[config.mk]
export PLATFORM = sky130hd
export DESIGN_NAME = c2h_stream_arbiter
export DESIGN_NICKNAME = d
export VERILOG_FILES = /design/src/rtl/c2h_stream_arbiter.sv
export SDC_FILE = /design/constraint.sdc
export NUM_CORES = 1
export LEC_CHECK = 0
export CAP_MARGIN = 20
export CORE_AREA = 4 4 588 590
export CTS_BUF_LIST = sky130_fd_sc_hd__clkbuf_16
export DETAILED_ROUTE_END_ITERATION = 12
export DIE_AREA = 0 0 592 594
export PLACE_DENSITY = 0.3
export SLEW_MARGIN = 20
export SYNTH_ARGS = -nofsm -noshare
export SYNTH_HDL_FRONTEND = slang
export SYNTH_SLANG_ARGS = --single-unit
[constraint.sdc]
create_clock -name user_clk_250 -period 3.33 [get_ports user_clk_250]
set_clock_uncertainty 0.2 [all_clocks]
set_input_delay 0.333 -clock user_clk_250 [delete_from_list [all_inputs] [get_ports user_clk_250]]
set_output_delay 0.333 -clock user_clk_250 [all_outputs]
set_load 0.05 [all_outputs]
[src/rtl/c2h_stream_arbiter.sv]
// Packet-granular round-robin arbiter feeding the XDMA C2H AXI-Stream port (user_clk_250 domain).
// state | meaning: IDLE pick next requester | FWD pass granted packet to C2H | DRAIN discard tail of a truncated packet
module c2h_stream_arbiter #(
    parameter int NUM_SRC    = 4,
    parameter int DATA_WIDTH = 256,
    parameter int MAX_BEATS  = 256,
    localparam int KEEP_WIDTH = DATA_WIDTH / 8,
    localparam int ID_WIDTH   = $clog2(NUM_SRC),
    localparam int CNT_WIDTH  = $clog2(MAX_BEATS) + 1
) (
    input  logic                             user_clk_250,
    input  logic                             sys_reset,
    input  logic                             arb_en,
    input  logic [NUM_SRC-1:0]               s_tvalid,
    output logic [NUM_SRC-1:0]               s_tready,
    input  logic [NUM_SRC*DATA_WIDTH-1:0]    s_tdata,
    input  logic [NUM_SRC*KEEP_WIDTH-1:0]    s_tkeep,
    input  logic [NUM_SRC-1:0]               s_tlast,
    output logic                             m_tvalid,
    input  logic                             m_tready,
    output logic [DATA_WIDTH-1:0]            m_tdata,
    output logic [KEEP_WIDTH-1:0]            m_tkeep,
    output logic                             m_tlast,
    output logic [ID_WIDTH-1:0]              grant_id,
    output logic                             busy,
    output logic                             trunc_err,
    output logic [31:0]                      pkt_cnt
);

    typedef enum logic [1:0] {
        IDLE  = 2'd0,
        FWD   = 2'd1,
        DRAIN = 2'd2
    } state_t;

    state_t               state;
    state_t               state_nxt;
    logic [ID_WIDTH-1:0]  last_grant;
    logic [ID_WIDTH-1:0]  winner;
    logic [ID_WIDTH-1:0]  scan_idx;
    logic                 found;
    logic [CNT_WIDTH-1:0] beat_cnt;
    logic [NUM_SRC-1:0]   sel_onehot;
    logic                 sel_valid;
    logic                 sel_last;
    logic                 at_limit;
    logic                 fwd_beat;
    logic                 grant_now;

    // Round-robin search starting just after the previous winner.
    always_comb begin
        found    = 1'b0;
        winner   = '0;
        scan_idx = '0;
        for (int k = 1; k <= NUM_SRC; k++) begin
            scan_idx = ID_WIDTH'((int'(last_grant) + k) % NUM_SRC);
            if (!found && s_tvalid[scan_idx]) begin
                found  = 1'b1;
                winner = scan_idx;
            end
        end
    end

    always_comb begin
        sel_onehot = '0;
        sel_valid  = 1'b0;
        sel_last   = 1'b0;
        m_tdata    = '0;
        m_tkeep    = '0;
        for (int i = 0; i < NUM_SRC; i++) begin
            if (grant_id == ID_WIDTH'(i)) begin
                sel_onehot[i] = 1'b1;
                sel_valid     = s_tvalid[i];
                sel_last      = s_tlast[i];
                m_tdata       = s_tdata[i*DATA_WIDTH +: DATA_WIDTH];
                m_tkeep       = s_tkeep[i*KEEP_WIDTH +: KEEP_WIDTH];
            end
        end
    end

    assign at_limit  = (beat_cnt == CNT_WIDTH'(MAX_BEATS - 1));
    assign fwd_beat  = (state == FWD) && sel_valid && m_tready;
    assign grant_now = (state == IDLE) && arb_en && found;
    assign busy      = (state != IDLE);

    always_comb begin
        state_nxt = state;
        s_tready  = '0;
        m_tvalid  = 1'b0;
        m_tlast   = 1'b0;
        case (state)
            IDLE: begin
                if (grant_now)
                    state_nxt = FWD;
            end
            FWD: begin
                m_tvalid = sel_valid;
                m_tlast  = sel_last | at_limit;
                s_tready = sel_onehot & {NUM_SRC{m_tready}};
                if (fwd_beat && (sel_last || at_limit))
                    state_nxt = sel_last ? IDLE : DRAIN;
            end
            DRAIN: begin
                s_tready = sel_onehot;
                if (sel_valid && sel_last)
                    state_nxt = IDLE;
            end
            default: state_nxt = IDLE;
        endcase
    end

    always_ff @(posedge user_clk_250) begin
        if (sys_reset)
            state <= IDLE;
        else
            state <= state_nxt;
    end

    always_ff @(posedge user_clk_250) begin
        if (sys_reset) begin
            last_grant <= ID_WIDTH'(NUM_SRC - 1);
            beat_cnt   <= '0;
            grant_id   <= '0;
            pkt_cnt    <= '0;
            trunc_err  <= 1'b0;
        end else begin
            trunc_err <= 1'b0;
            if (grant_now) begin
                grant_id <= winner;
                beat_cnt <= '0;
            end
            if (fwd_beat) begin
                beat_cnt <= beat_cnt + 1'b1;
                if (sel_last || at_limit) begin
                    pkt_cnt    <= pkt_cnt + 32'd1;
                    last_grant <= grant_id;
                    // Forced tlast: the source still owes the rest of its packet.
                    trunc_err  <= ~sel_last;
                end
            end
        end
    end

endmodule

# Word-level counts from Yosys, hierarchy flattened
# Cells that the tools add are included.
# word_totals
regBits	48
input_bits	1164
output_inout_bits	330
word_cells	96
# op_classes
addsub	6
n_lt_le_gt_ge	4
eq_ne	9
mux	46
bitwise_logic	5
n_reduce_logical	20
# op_table
op	count
$mux W256	4
$mux W32	4
$add A32 B1 Y32 const B	1
$mux W1	22
$mux W9	2
$mux W2	8
$lt A2 B3 Y1 const B	4
$add A9 B1 Y9 const B	1
$eq A9 B8 Y1 const B	1
$logic_and A1 B1 Y1	9
$bmux W1 S2	4
$pmux W4 S2	1
$eq A2 B2 Y1 const B	3
$pmux W2 S3	1
$add A2 B1 Y2 const B	2
$add A2 B2 Y2 const B	2
$and A4 B4 Y4	1
$eq A2 B1 Y1 const B	2
$logic_not A2 Y1	2
$ne A2 B2 Y1 const B	2
$reduce_bool A2 Y1	2
$logic_not A1 Y1	3
$not A1 Y1	3
$reduce_and A3 Y1	1
5 further kinds	5

# Longest topological paths before layout
# depth
depth_word	16
ltp_mapped	12
ltp_nobuf	10

# Worst setup path after synthesis
# Ideal clock, no wire load.
# synth_timing
kind	register to output
from	register grant_id[1]
to	output port s_tready[0]
t_arrival_ns	2.350
slack_ns	0.447
stages_incl_launch_ff	5
path_cell_list	dfxtp_1 -> buf_2 -> buf_1 -> clkbuf_1 -> nor3b_1
# synth_between
elab_chain_len	4
# synth_rtl
element	line	source
start, declared	24	output logic [ID_WIDTH-1:0] grant_id,
start signal, assigned	129	grant_id <= winner;
$logic_not A2 Y1 (*)	71	if (grant_id == ID_WIDTH'(i)) begin
$mux W1 (*)	71	
$and A4 B4 Y4	99	s_tready = sel_onehot & {NUM_SRC{m_tready}};
$pmux W4 S2 (*)	91	case (state)
end, declared	15	output logic [NUM_SRC-1:0] s_tready,
# Every way passes the cells marked *; elsewhere a longest branch is shown, timed or not.

# Worst setup path in the final report
# layout_timing
from	register beat_cnt[0]
to	register pkt_cnt[22]
# layout_between
elab_chain_len	3
# layout_rtl
element	line	source
start, declared	42	logic [CNT_WIDTH-1:0] beat_cnt;
start signal, assigned	133	beat_cnt <= beat_cnt + 1'b1;
$eq A9 B8 Y1	81	assign at_limit = (beat_cnt == CNT_WIDTH'(MAX_BEATS - 1));
$logic_or A1 B1 Y1	134	if (sel_last || at_limit) begin
$reduce_and A2 Y1 (no source line)	n/a	
end signal, assigned	135	pkt_cnt <= pkt_cnt + 32'd1;
end, declared	27	output logic [31:0] pkt_cnt
# No other way between the ends.
# A chain may end at the register's enable or synchronous reset.

==> summary.txt <==
Status
  • Outcome: finished, final reports clean

Layout
  • Nets: 3300
  • Share of cells above drive strength 1: a little under a third
  • Fillers: 39210
  • Area Overhead vs Synth: 232.4%

Detailed routing
  • DRT iter0 DRCs: 1421
  • DR vias/cell: 2.517
  • DRT antenna net count: 0
  • Drt drc: 0
  • DR WL/cell: 42.67 um
  • Met2 WL: roughly 140000 um
  • Top layer in use: met5
  • Met3 WL: roughly 35000 um
  • Via count: roughly 17000
  • Met1 WL: around 100000 um
  • Final WL: 288400 um
  • DRT Pass-1 Iters: 5

Worst setup path
  • Crit-path cells: ha_2 -> and3_1 -> and3_4 -> and3_1 -> ha_2 -> or2_2 -> o2111a_2 -> nand4_1 -> buf_12 -> clkbuf_4 -> or4_1 -> a21oi_1
  • CP Max Fanout: 7
  • Worst Path Required: 3.36 ns
  • CP max-delay cell: or4_1
  • Buffers plus inverters on the worst setup path: 2
  • Slowest cell delay on critical path: 0.40 ns
  • CP startpoint kind: flop
  • Largest delay share family, worst path: simple AND/OR/NAND/NOR gates
  • Critical Path Sink Type: flop
  • WP data arrival: roughly 3.2 ns
  • Setup Crit Path Kind: reg -> reg

Clock tree
  • Clk sinks: 48
  • Max clock buf depth: 2
  • H-tree depth: 2
  • Clk root buf: clkbuf_16
  • Worst-Skew Late Latency: 0.31 ns
  • CTS buffer count: 5
  • Clock tree from TritonCTS: built
  • Clock transition at path regs: 0.07 ns

Floorplan
  • Total Die Area: 0.3516 mm2
  • Initial Utilization: 2.733%
  • Die span in y: 594 um
  • Rows: approximately 210
  • IO Count: 1494
  • Chip Width: 592 um
  • Core box area: 0.3398 mm2

Global route
  • Total grt overflow: 0
  • Total Routing Usage GR: 15.64%
  • Largest net degree at the start of global routing: 70
  • First-pass GRT wire length: 325200 um
  • Vias in the first global route: 15880
  • Initial antenna violation count: 474

Placed design
  • Routability cong.: 0.9872
  • Port-buffer cells: around 1500
  • DP HPWL: roughly 280000 um

Synth
  • YS warnings: 0
  • Avg Cell Area, Syn: 14.03 um2
  • Post-synth EDFFs: 0
  • Mapped Area: 0.009288 mm2
  • Post-synth ARST share: 0%
  • Post-synthesis cell count: 662
  • Synthesized Nets: 1832
  • Seq cells post-synth: 48
  • Post-synth top flop: dfxtp_1
  • Sequential-to-total area share from yosys stat: 10.35%
  • Synth unique cells: 47

Timing
  • Final setup viols: 0
  • Hold Vio Cnt, Final: 0
  • Achievable Freq: 0.3200 GHz
  • Final worst-path cycle share: 93.85%
  • Hold_ws: 0.2785 ns
  • Max transition margin: between 40 and 50%
  • Final TNS setup: 0 ns
  • RSZ-0062 raised after global routing: false
  • Slew Viols, Final: 0
  • Tmin final: ~3.1 ns
  • Worst Tran Pin Value: 0.8019 ns

Pwr
  • P per Cell Area: 243.6 mW/mm2
  • Tot Pwr: 7.522 mW
  • Max IR drop VDD: 151.3 uV
  • Pleak: 9.151 nW

Flow run
  • Max-Cap Viols: 0

Hold path
  • Min-Delay Path Class: reg -> reg
==> stage by stage <==
step           utilization, %  area [um2]  setup slack, ns  cells
2_1_floorplan               -        9288           0.4470    662
3_5_place_dp            8.956       30430         0.002031   6654
4_1_cts                 8.999       30580           0.1217   6662
5_1_grt                 9.046       30740         0.002900   6704
6_report                9.086       30870           0.2047   6758
3_3_place_gp            8.956       30430          0.05078   6654
==> kinds of logic after synthesis <==
kind of cell / share of synthesized area, %
adder cells (fa/ha/maj): 0.8083
AND/OR/NAND/NOR: 7.652
flip-flops: 10.35
buffers and inverters: 4.351
XOR/XNOR: 0.7544
multiplexers: 70.86
AO/OA/AOI/OAI: 5.227
==> sequential cells by signal (all words and copies together) (netlist names) <==
name,count
pkt_cnt,32
grant_id,2
state,2
beat_cnt,9
trunc_err,1
last_grant,2
==> layer usage <==
layer  track usage [%]  vias up
met3             7.836      792
met4             2.990      216
met5                 0        -
met2             27.45     1733
met1             16.86     8214
li1                  -     6052
==> final timing paths <==
check,startpoint,end,slack [ns],cells past startpoint
worst max-delay path,beat_cnt[0]$_SDFFE_PP0P_,pkt_cnt[22]$_SDFFE_PP0P_,0.20,12
worst min-delay path,beat_cnt[1]$_SDFFE_PP0P_,beat_cnt[1]$_SDFFE_PP0P_,0.28,2
worst max register to register,beat_cnt[0]$_SDFFE_PP0P_,pkt_cnt[22]$_SDFFE_PP0P_,0.20,12
worst min register to register,beat_cnt[1]$_SDFFE_PP0P_,beat_cnt[1]$_SDFFE_PP0P_,0.28,2
==> Yosys cell counts, types with 2 or more instances <==
master    instances  area, um2
a211oi_1          3      22.52
a21oi_1          36      180.2
and2_1            4      25.02
and3_1            5      31.28
buf_1            12      45.04
buf_2            32      160.2
clkbuf_1         35      131.4
dfxtp_1          48      960.9
ha_1              6      75.07
inv_1            15      56.30
mux2i_1           5      50.05
mux4_2          289       6509
nand2_1          23      86.33
nand2b_1          2      12.51
nand3_1          10      50.05
nand3b_1          9      67.56
nand4_1          10      62.56
nor2_1           28      105.1
nor2b_1           2      12.51
nor3_1            3      15.01
nor4_1            3      18.77
o21ai_0          17      85.08
o22ai_1           2      12.51
o31ai_1          11      82.58
or2_2             3      18.77
or3_1            12      75.07
or4_1            11      82.58
xnor2_1           5      43.79
xor2_1            3      26.28
==> cells in the final DEF (no fill, tap or decap), types with 3 or more instances in the layout <==
master and count:
o31ai_1 11, buf_12 102, nor2_1 28, a211oi_1 3, or4_1 11, clkdlybuf4s50_1 1200
and2_1 4, nor4_1 3, clkbuf_16 6, buf_4 236, diode_2 91, or3_1 12
xnor2_1 5, mux2i_1 5, mux4_2 289, nor3_1 3, nand3_1 10, or2_2 3
a21oi_1 36, ha_1 4, dfxtp_1 44, o21ai_0 17, and3_1 4, xor2_1 3
nand2_1 23, inv_1 17, nand4_1 10, nand3b_1 9
==> cell type report <==
| class | count | area (um2) | area share (%) |
|---|---|---|---|
| timing repair buffer | 1541 | 15860 | 51.38 |
| multi-input combinational | 519 | 7943 | 25.73 |
| tap | 4536 | 5675 | 18.38 |
| sequential | 48 | 970.9 | 3.145 |
| antenna | 91 | 227.7 | 0.7376 |
| clock buffer | 5 | 125.1 | 0.4053 |
| inverter | 15 | 56.30 | 0.1824 |
| clock inverter | 3 | 12.51 | 0.04053 |
==> report_power, final <==
group | internal (mW) | total [mW] | switching, mW
combinational | 2.82 | 6.40 | 3.58
clock | 0.273 | 0.524 | 0.251
sequential | 0.580 | 0.595 | 0.0147
total | 3.67 | 7.52 | 3.85
==> tightest hold or removal path, stage by stage (launching register included) <==
cell	delay, ns
dfxtp_2	0.33
nand3_1	0.06
a21oi_1	0.05
==> repair_timing <==
item	CTS	global route
gates cloned	0	1
hold buffers	0	0
setup endpoints to repair	1	4
setup buffers	0	4
gates resized for setup	1	6
No activity file was read; power rests on OpenSTA's default activity.
